$ cat config.mk
export PLATFORM = sky130hd
export DESIGN_NAME = irq_ctrl
export DESIGN_NICKNAME = d
export VERILOG_FILES = /design/src/rtl/irq_ctrl_pkg.sv /design/src/rtl/irq_sync_edge.sv /design/src/rtl/irq_ctrl.sv
export SDC_FILE = /design/constraint.sdc
export NUM_CORES = 1
export LEC_CHECK = 0
export ABC_AREA = 0
export CAP_MARGIN = 15
export CORE_UTILIZATION = 35
export DETAILED_ROUTE_END_ITERATION = 8
export MAX_ROUTING_LAYER = met4
export PLACE_DENSITY = 0.66
export RECOVER_POWER = 50
export SYNTH_ARGS = -nofsm -noshare
export SYNTH_HDL_FRONTEND = slang
export SYNTH_HIERARCHICAL = 1
export SYNTH_SLANG_ARGS = --single-unit
$ cat constraint.sdc
create_clock -name clk -period 1.9 [get_ports clk]
set_input_delay 0.38 -clock clk [delete_from_list [all_inputs] [get_ports clk]]
set_output_delay 0.38 -clock clk [all_outputs]
set_load 0.05 [all_outputs]
$ cat src/rtl/irq_ctrl_pkg.sv
// Shared register offsets and field encodings for the interrupt controller.
// Nothing here has latency or backpressure of its own. Only constants and types are defined.
package irq_ctrl_pkg;

  typedef enum logic [4:0] {
    OFF_PEND  = 5'h00,
    OFF_EN    = 5'h04,
    OFF_MODE  = 5'h08,
    OFF_POL   = 5'h0C,
    OFF_CLAIM = 5'h10
  } reg_off_e;

  localparam logic MODE_LEVEL = 1'b0;
  localparam logic MODE_EDGE  = 1'b1;
  localparam logic POL_HIGH   = 1'b0;
  localparam logic POL_LOW    = 1'b1;

  localparam logic [31:0] CLAIM_NONE = 32'hFFFF_FFFF;

  function automatic logic [31:0] be_mask(input logic [3:0] be);
    return {{8{be[3]}}, {8{be[2]}}, {8{be[1]}}, {8{be[0]}}};
  endfunction

endpackage

$ cat src/rtl/irq_sync_edge.sv
// Per-source input stage: 2-flop sync, polarity, rising-edge detect on the active level.
// act_o is 2 clk behind src_i; rise_o pulses in that same cycle. There is no backpressure.
module irq_sync_edge (
  input  logic clk,
  input  logic rstn,
  input  logic src_i,
  input  logic pol_i,
  input  logic pol_nxt_i,
  input  logic reload_i,
  output logic act_o,
  output logic rise_o
);

  logic sync1_q, sync2_q, prev_q, prev_d;

  assign act_o  = sync2_q ^ pol_i;
  assign rise_o = act_o & ~prev_q;

  // On reconfiguration, preload the history with the act value seen next cycle.
  assign prev_d = reload_i ? (sync1_q ^ pol_nxt_i) : act_o;

  always_ff @(posedge clk or negedge rstn) begin
    if (!rstn) begin
      sync1_q <= 1'b0;
      sync2_q <= 1'b0;
      prev_q  <= 1'b0;
    end else begin
      sync1_q <= src_i;
      sync2_q <= sync1_q;
      prev_q  <= prev_d;
    end
  end

endmodule

$ cat src/rtl/irq_ctrl.sv
// Interrupt controller: level/edge sources, enable mask, core ack, bus registers; src->irq 3 clk, rdata 1 clk.
// No backpressure: gnt_o = req_i. Define IRQ_CTRL_CLAIM_EN to add the CLAIM register at 0x10.
module irq_ctrl
  import irq_ctrl_pkg::*;
#(
  parameter int NUM_SRC  = 16,
  parameter int FIRST_ID = 16
) (
  input  logic               clk,
  input  logic               rstn,
  input  logic [NUM_SRC-1:0] src_i,
  input  logic               req_i,
  input  logic               we_i,
  input  logic [3:0]         be_i,
  input  logic [4:0]         addr_i,
  input  logic [31:0]        wdata_i,
  output logic               gnt_o,
  output logic               rvalid_o,
  output logic [31:0]        rdata_o,
  output logic [31:0]        irq_o,
  input  logic               irq_ack_i,
  input  logic [4:0]         irq_id_i
);

  logic [NUM_SRC-1:0] pend_q, pend_d, en_q, en_d, mode_q, mode_d, pol_q, pol_d;
  logic [NUM_SRC-1:0] act, rise, w1c_clr, ack_clr, claim_clr, clr, wmask;
  logic [31:0]        wr_dat, mask32, rd_dat;
  logic               wr, rd, reload, rvalid_q;
  logic [31:0]        rdata_q;
  logic               unused_wr_hi;

  assign wr     = req_i & we_i;
  assign rd     = req_i & ~we_i;
  assign gnt_o  = req_i;
  assign mask32 = be_mask(be_i);
  assign wr_dat = wdata_i & mask32;
  assign wmask  = mask32[NUM_SRC-1:0];
  assign unused_wr_hi = ^{wr_dat[31:NUM_SRC], mask32[31:NUM_SRC]};

  for (genvar g = 0; g < NUM_SRC; g++) begin : g_src
    irq_sync_edge u_sync (
      .clk       (clk),
      .rstn      (rstn),
      .src_i     (src_i[g]),
      .pol_i     (pol_q[g]),
      .pol_nxt_i (pol_d[g]),
      .reload_i  (reload),
      .act_o     (act[g]),
      .rise_o    (rise[g])
    );
  end

  always_comb begin
    en_d    = en_q;
    mode_d  = mode_q;
    pol_d   = pol_q;
    w1c_clr = '0;
    reload  = 1'b0;
    if (wr) begin
      case (addr_i)
        OFF_PEND: w1c_clr = wr_dat[NUM_SRC-1:0];
        OFF_EN:   en_d    = (en_q & ~wmask) | wr_dat[NUM_SRC-1:0];
        OFF_MODE: begin
          mode_d = (mode_q & ~wmask) | wr_dat[NUM_SRC-1:0];
          reload = 1'b1;
        end
        OFF_POL: begin
          pol_d  = (pol_q & ~wmask) | wr_dat[NUM_SRC-1:0];
          reload = 1'b1;
        end
        default: ;
      endcase
    end
  end

  always_comb begin
    ack_clr = '0;
    for (int i = 0; i < NUM_SRC; i++) begin
      ack_clr[i] = irq_ack_i && (irq_id_i == 5'(FIRST_ID + i));
    end
  end

`ifdef IRQ_CTRL_CLAIM_EN
  logic       claim_vld, claim_hit;
  logic [4:0] claim_idx;

  // Scan downward so the lowest pending-and-enabled index wins.
  always_comb begin
    claim_vld = 1'b0;
    claim_idx = 5'd0;
    for (int i = NUM_SRC - 1; i >= 0; i--) begin
      if (pend_q[i] && en_q[i]) begin
        claim_vld = 1'b1;
        claim_idx = 5'(i);
      end
    end
  end

  assign claim_hit = rd && (addr_i == OFF_CLAIM) && claim_vld;

  always_comb begin
    claim_clr = '0;
    for (int i = 0; i < NUM_SRC; i++) begin
      claim_clr[i] = claim_hit && (claim_idx == 5'(i));
    end
  end
`else
  assign claim_clr = '0;
`endif

  assign clr = w1c_clr | ack_clr | claim_clr;

  always_comb begin
    pend_d = '0;
    for (int i = 0; i < NUM_SRC; i++) begin
      pend_d[i] = (mode_q[i] == MODE_EDGE) ? (rise[i] | (pend_q[i] & ~clr[i])) : act[i];
    end
  end

  always_comb begin
    rd_dat = '0;
    case (addr_i)
      OFF_PEND:  rd_dat = 32'(pend_q);
      OFF_EN:    rd_dat = 32'(en_q);
      OFF_MODE:  rd_dat = 32'(mode_q);
      OFF_POL:   rd_dat = 32'(pol_q);
`ifdef IRQ_CTRL_CLAIM_EN
      OFF_CLAIM: rd_dat = claim_vld ? 32'(claim_idx) : CLAIM_NONE;
`endif
      default:   rd_dat = '0;
    endcase
  end

  always_ff @(posedge clk or negedge rstn) begin
    if (!rstn) begin
      pend_q   <= '0;
      en_q     <= '0;
      mode_q   <= '0;
      pol_q    <= '0;
      rvalid_q <= 1'b0;
      rdata_q  <= '0;
    end else begin
      pend_q   <= pend_d;
      en_q     <= en_d;
      mode_q   <= mode_d;
      pol_q    <= pol_d;
      rvalid_q <= req_i;
      rdata_q  <= rd ? rd_dat : 32'd0;
    end
  end

  assign rvalid_o = rvalid_q;
  assign rdata_o  = rdata_q;
  assign irq_o    = 32'(pend_q & en_q) << FIRST_ID;

endmodule
; Word-level counts from Yosys, hierarchy flattened
; Index checks and enable logic that the tools add are counted.
[totals]
register_bits = 129
[op_classes]
n_eq_ne = 19
n_mux = 40
bitwise = 125
n_reduce_logical = 20
[ops]
columns = operator, n
row1 = 16-bit AND, 5
row2 = 5-bit equality test (second input constant), 16
row3 = 16-bit two-way mux, 5
row4 = 16-bit OR, 4
row5 = 16-bit case mux with 4 select lines, 1
row6 = 1-bit AND, 34
row7 = 1-bit two-way mux, 34
row8 = 1-bit NOT, 33
row9 = 1-bit XOR, 32
row10 = 1-bit logical AND, 16
row11 = 16-bit NOT, 1
row12 = 1-bit OR, 16
row13 = 5-bit by 4-bit equality test with 1-bit output (second input constant), 2
row14 = 5-bit by 3-bit equality test with 1-bit output (second input constant), 1
row15 = 5-bit zero test, 1
row16 = 2-bit AND reduction, 2
row17 = 2-bit OR reduction, 1

; Depth between registers and ports, before layout
[logic_depth]
ltp_word = 8
mapped_depth = 6

; Modules after synthesis
; Netlist, hierarchy kept.
[modules_own_cells]
columns = mod, n_inst, cells_each, area_each_um2, seq_area_each_um2
row1 = irq_ctrl, 1, 327, 4266.6, 2026.9
row2 = irq_sync_edge, 16, 8, 110.1, 75.1

; Least setup slack after synthesis
; Ideal clock, no wire load.
[synth_timing]
kind = input to register
startpoint = input port addr_i[0]
endpoint = register g_src[0].u_sync.prev_q
setup_ps = 83
arrival_time_ps = 2304
setup_slack_ps = -487
path_stages = 5
path_buffers = 2
path_cell_list = nand4bb_4 > buf_2 > clkbuf_1 > nor2_1 > mux2i_1
[synth_between]
elab_chain_cells = 5
word_cells_on_any_way = 9
cone_classes = eq/ne: 2 / mux: 5 / bitwise: 1 / reduce/logical: 1
[synth_lines]
columns = item, line
row1 = from (decl), irq_ctrl.sv:15  ; input logic [4:0] addr_i,
row2 = 5-bit by 4-bit equality test with 1-bit output, irq_ctrl.sv:60  ; case (addr_i)
row3 = 2-bit OR reduction (no line) *, -
row4 = 1-bit two-way mux *, irq_ctrl.sv:60
row5 = 1-bit two-way mux *, irq_ctrl.sv:59  ; if (wr) begin
row6 = via reload, irq_ctrl.sv:28  ; logic wr, rd, reload, rvalid_q;
row7 = 1-bit two-way mux *, irq_sync_edge.sv:20  ; assign prev_d = reload_i ? (sync1_q ^ pol_nxt_i) : act_o;
row8 = via g_src[0].u_sync.prev_d, irq_sync_edge.sv:14  ; logic sync1_q, sync2_q, prev_q, prev_d;
row9 = to (signal assigned), irq_sync_edge.sv:30  ; prev_q <= prev_d;
row10 = to (decl), irq_sync_edge.sv:14
; Mark *: on every way through the listed nets, which the timed path passes. The rest lies on a longest branch.
; A chain may end at the register's enable or synchronous reset.

; Worst setup path in the final report
[layout_timing]
startpoint = input port addr_i[4]
endpoint = register g_src[3].u_sync.prev_q
[layout_between]
elab_chain_cells = 5
word_cells_on_any_way = 9
cone_classes = eq/ne: 2 / mux: 5 / bitwise: 1 / reduce/logical: 1
[layout_lines]
columns = item, line
row1 = 5-bit by 4-bit equality test with 1-bit output, irq_ctrl.sv:60
row2 = 16-bit two-way mux, irq_ctrl.sv:60
row3 = 16-bit two-way mux, irq_ctrl.sv:59
row4 = via pol_d[3], irq_ctrl.sv:25  ; logic [NUM_SRC-1:0] pend_q, pend_d, en_q, en_d, mode_q, mode_d, pol_q, pol_d;
row5 = 1-bit XOR, irq_sync_edge.sv:20
row6 = 1-bit two-way mux, irq_sync_edge.sv:20
row7 = via g_src[3].u_sync.prev_d, irq_sync_edge.sv:14
row8 = to (signal assigned), irq_sync_edge.sv:30
row9 = to (decl), irq_sync_edge.sv:14
; The timed path passes the listed nets, and every way through them passes these cells.

==> flow_summary.toml <==
[timing]
period_minus_slack_ns = 1.84
fin_skew_ns = 0.00713
final_max_slew_viol_count = 0
period_share = 0.969
rsz0062_at_grt = "true"
setup_violations = 0
tightest_slew_ns = 0.986
max_freq_ghz = 0.543
relSlewSlack = 0.343
hold_viol_final = 0
layout_setup_ws_ns = 0.0580

[run_status]
outcome = "finished, final reports clean"

[die]
fp.dieW_um = 133
io_pins = 133
coreArea_um2 = 16700
rows = 47
dieArea_um2 = 17800
die_h_um = 133
start_util = 0.361

[finish]
final_cell_area_um2 = 7790
final_common_cell = "dfrtp_1"
nFillCells = 1507
stdcell_count = 816
synthToLayoutAreaGrowth_pct = 29.2
antennaDiodeCount = 0
multi_input_area_um2 = 2500
area.sequential_um2 = 3230
final_cell_mix = "dfrtp_1, buf_4, inv_1"
drive_above_1_share = 0.289
nets = 651

[clock_network]
clk_pin_slew_ns = 0.05
ctsHtreeMaxLevel = 4
clock_path_buffers = 2
cts_sinks = 129
cts_root_buffer = "clkbuf_16"
cts_tree = "yes"
clk_latency_ns = 0.42
postCtsSetupBuffers = 0
numCtsBuffers = 17

[worst_setup_path]
cp_data_required_time_ns = 2.18
end_kind = "flop"
worst-path-max-fanout = 8
cp_slowest_cell = "clkdlybuf4s50_1"
crit_arrival_ns = 2.12
cp_cell_sequence = "clkdlybuf4s50_1 > nand2b_2 > nor3_4 > buf_12 > mux2_2 > xnor2_1 > mux2i_1"
crit_type = "in2reg"
cp.depth = 7
path_delay_family = "buffers and inverters"
ff2ff_path_depth = 2
critPathMaxStageDelay_ns = 0.42
crit_path_start_kind = "input pin"
worst-path-buf-inv = 2

[global_route]
gr-total-overflow = 0
antenna_found_initial = 0
grt_first_pass_wirelength_um = 22000
grt_max_degree = 37
grt_pass1_vias = 4113
grtUsageTotal = 0.172

[yosys]
syn_area_um2 = 6030
ys_warn_count = 6
ys_types = 33
postSynthCellCount = 455
ys_ff_latch = 129
ys_seq_area_frac = 0.535
synth_area_per_cell_um2 = 13.2

[placement]
port_buffers = 82
dpl-instance-area_um2 = 7220
hpwlAfterDp_um = 10100
dp_cells = 784
dp_slack_ns = -0.425
gp_congestion = 0.812

[pwr]
powerDensity_nw_per_um2 = 924
leakage_nw = 3.59
vdd_drop_max_mv = 0.670

[job]
maxCapViolCount = 0

[drt]
drt_iter0_drc = 341
viasPerCell = 4.71
wirelength_um = 13900
antenna_left = 0
wl_per_cell_um = 17.0
firstDrtPassIters = 4
drc = 0
vias = 3847

[hold_path]
hold_path_class = "in2reg"
hold_depth = 2
[layout make-up]
class	count	share of cell area
Inverter	34	0.0164
Sequential cell	129	0.414
Multi-Input combinational cell	278	0.321
Tap cell	220	0.0353
Clock buffer	25	0.0610
Clock inverter	6	0.00739
Timing Repair Buffer	124	0.144
[report_power, final]
| part | internal, mW | total (mW) | switching, mW |
|---|---|---|---|
| sequential | 2.99 | 3.16 | 0.172 |
| clock | 1.85 | 2.95 | 1.10 |
| combinational | 0.498 | 1.08 | 0.585 |
[final timing paths]
| path | endpoint | slack, ns | startpoint |
|---|---|---|---|
| setup / recovery | g_src[3].u_sync/prev_q | 0.06 | addr_i[4] |
| hold / removal | rvalid_o | 0.36 | req_i |
| setup reg to reg | rdata_o[7] | 0.69 | flop |
| hold reg to reg | g_src[8].u_sync/sync2_q | 0.39 | g_src[8].u_sync/sync1_q |
| max in group asynchronous | pol_q[11] | 0.28 | rstn |
| min in group asynchronous | g_src[1].u_sync/sync1_q | 0.66 | rstn |
[metal layers]
metal	GRT usage	part of all wire	up-vias
met5	-	0	-
met4	0.0878	0.031	0
met3	0.0396	0.044	37
met2	0.265	0.49	129
met1	0.211	0.43	1915
li1	-	-	1766
[synthesized netlist by cell type, drive strengths merged]
cell | n | area [um^2]
dfrtp | 129 | 3230
mux2 | 48 | 631
buf | 41 | 308
inv | 34 | 128
mux2i | 32 | 320
xnor2 | 32 | 280
nor3 | 18 | 113
nor2 | 17 | 63.8
and2 | 16 | 100
mux4 | 16 | 360
nor2b | 16 | 100
o21ai | 16 | 80.1
o211ai | 12 | 90.1
clkbuf | 4 | 15.0
nand2b | 4 | 27.5
o311ai | 4 | 35.0
or4 | 4 | 30.0
nand2 | 3 | 11.3
nand4b | 2 | 17.5
or4b | 2 | 20.0
conb | 1 | 3.75
nand4 | 1 | 6.26
nand4bb | 1 | 27.5
nor4 | 1 | 21.3
or4bb | 1 | 11.3
[metrics by stage]
stage / hold slack (ns) / TNS (ns) / power (mW) / utilization
after global routing: 0.356 / -0.00559 / 7.49 / 0.466
after CTS: 0.385 / 0 / 7.28 / 0.465
after detailed placement: 0.383 / -28.03 / 4.29 / 0.432
after global placement: 0.378 / -26.48 / 4.25 / 0.432
final: 0.356 / 0 / 7.19 / 0.466
after floorplan: 0.0844 / 0 / 3.92 / -
[repair_timing]
item | in CTS | in global routing
endpoints found under the hold margin | 31 | 0
gates resized for setup | 1 | 12
hold buffers | 1 | 0
pin swaps | 0 | 3
endpoints found under the setup margin | 1 | 41
[cell families (layout without fill, tap and decap cells)]
logic type	after synthesis	in the layout	synth area share
simple gates	86	86	0.0911
flops	129	129	0.535
xor+xnor	32	32	0.0465
buf+inv	79	189	0.0747
mux	96	96	0.218
other cells	1	32	0.000622
compound gates	32	32	0.0340
Note: power is estimated with default switching activity, not from simulation.
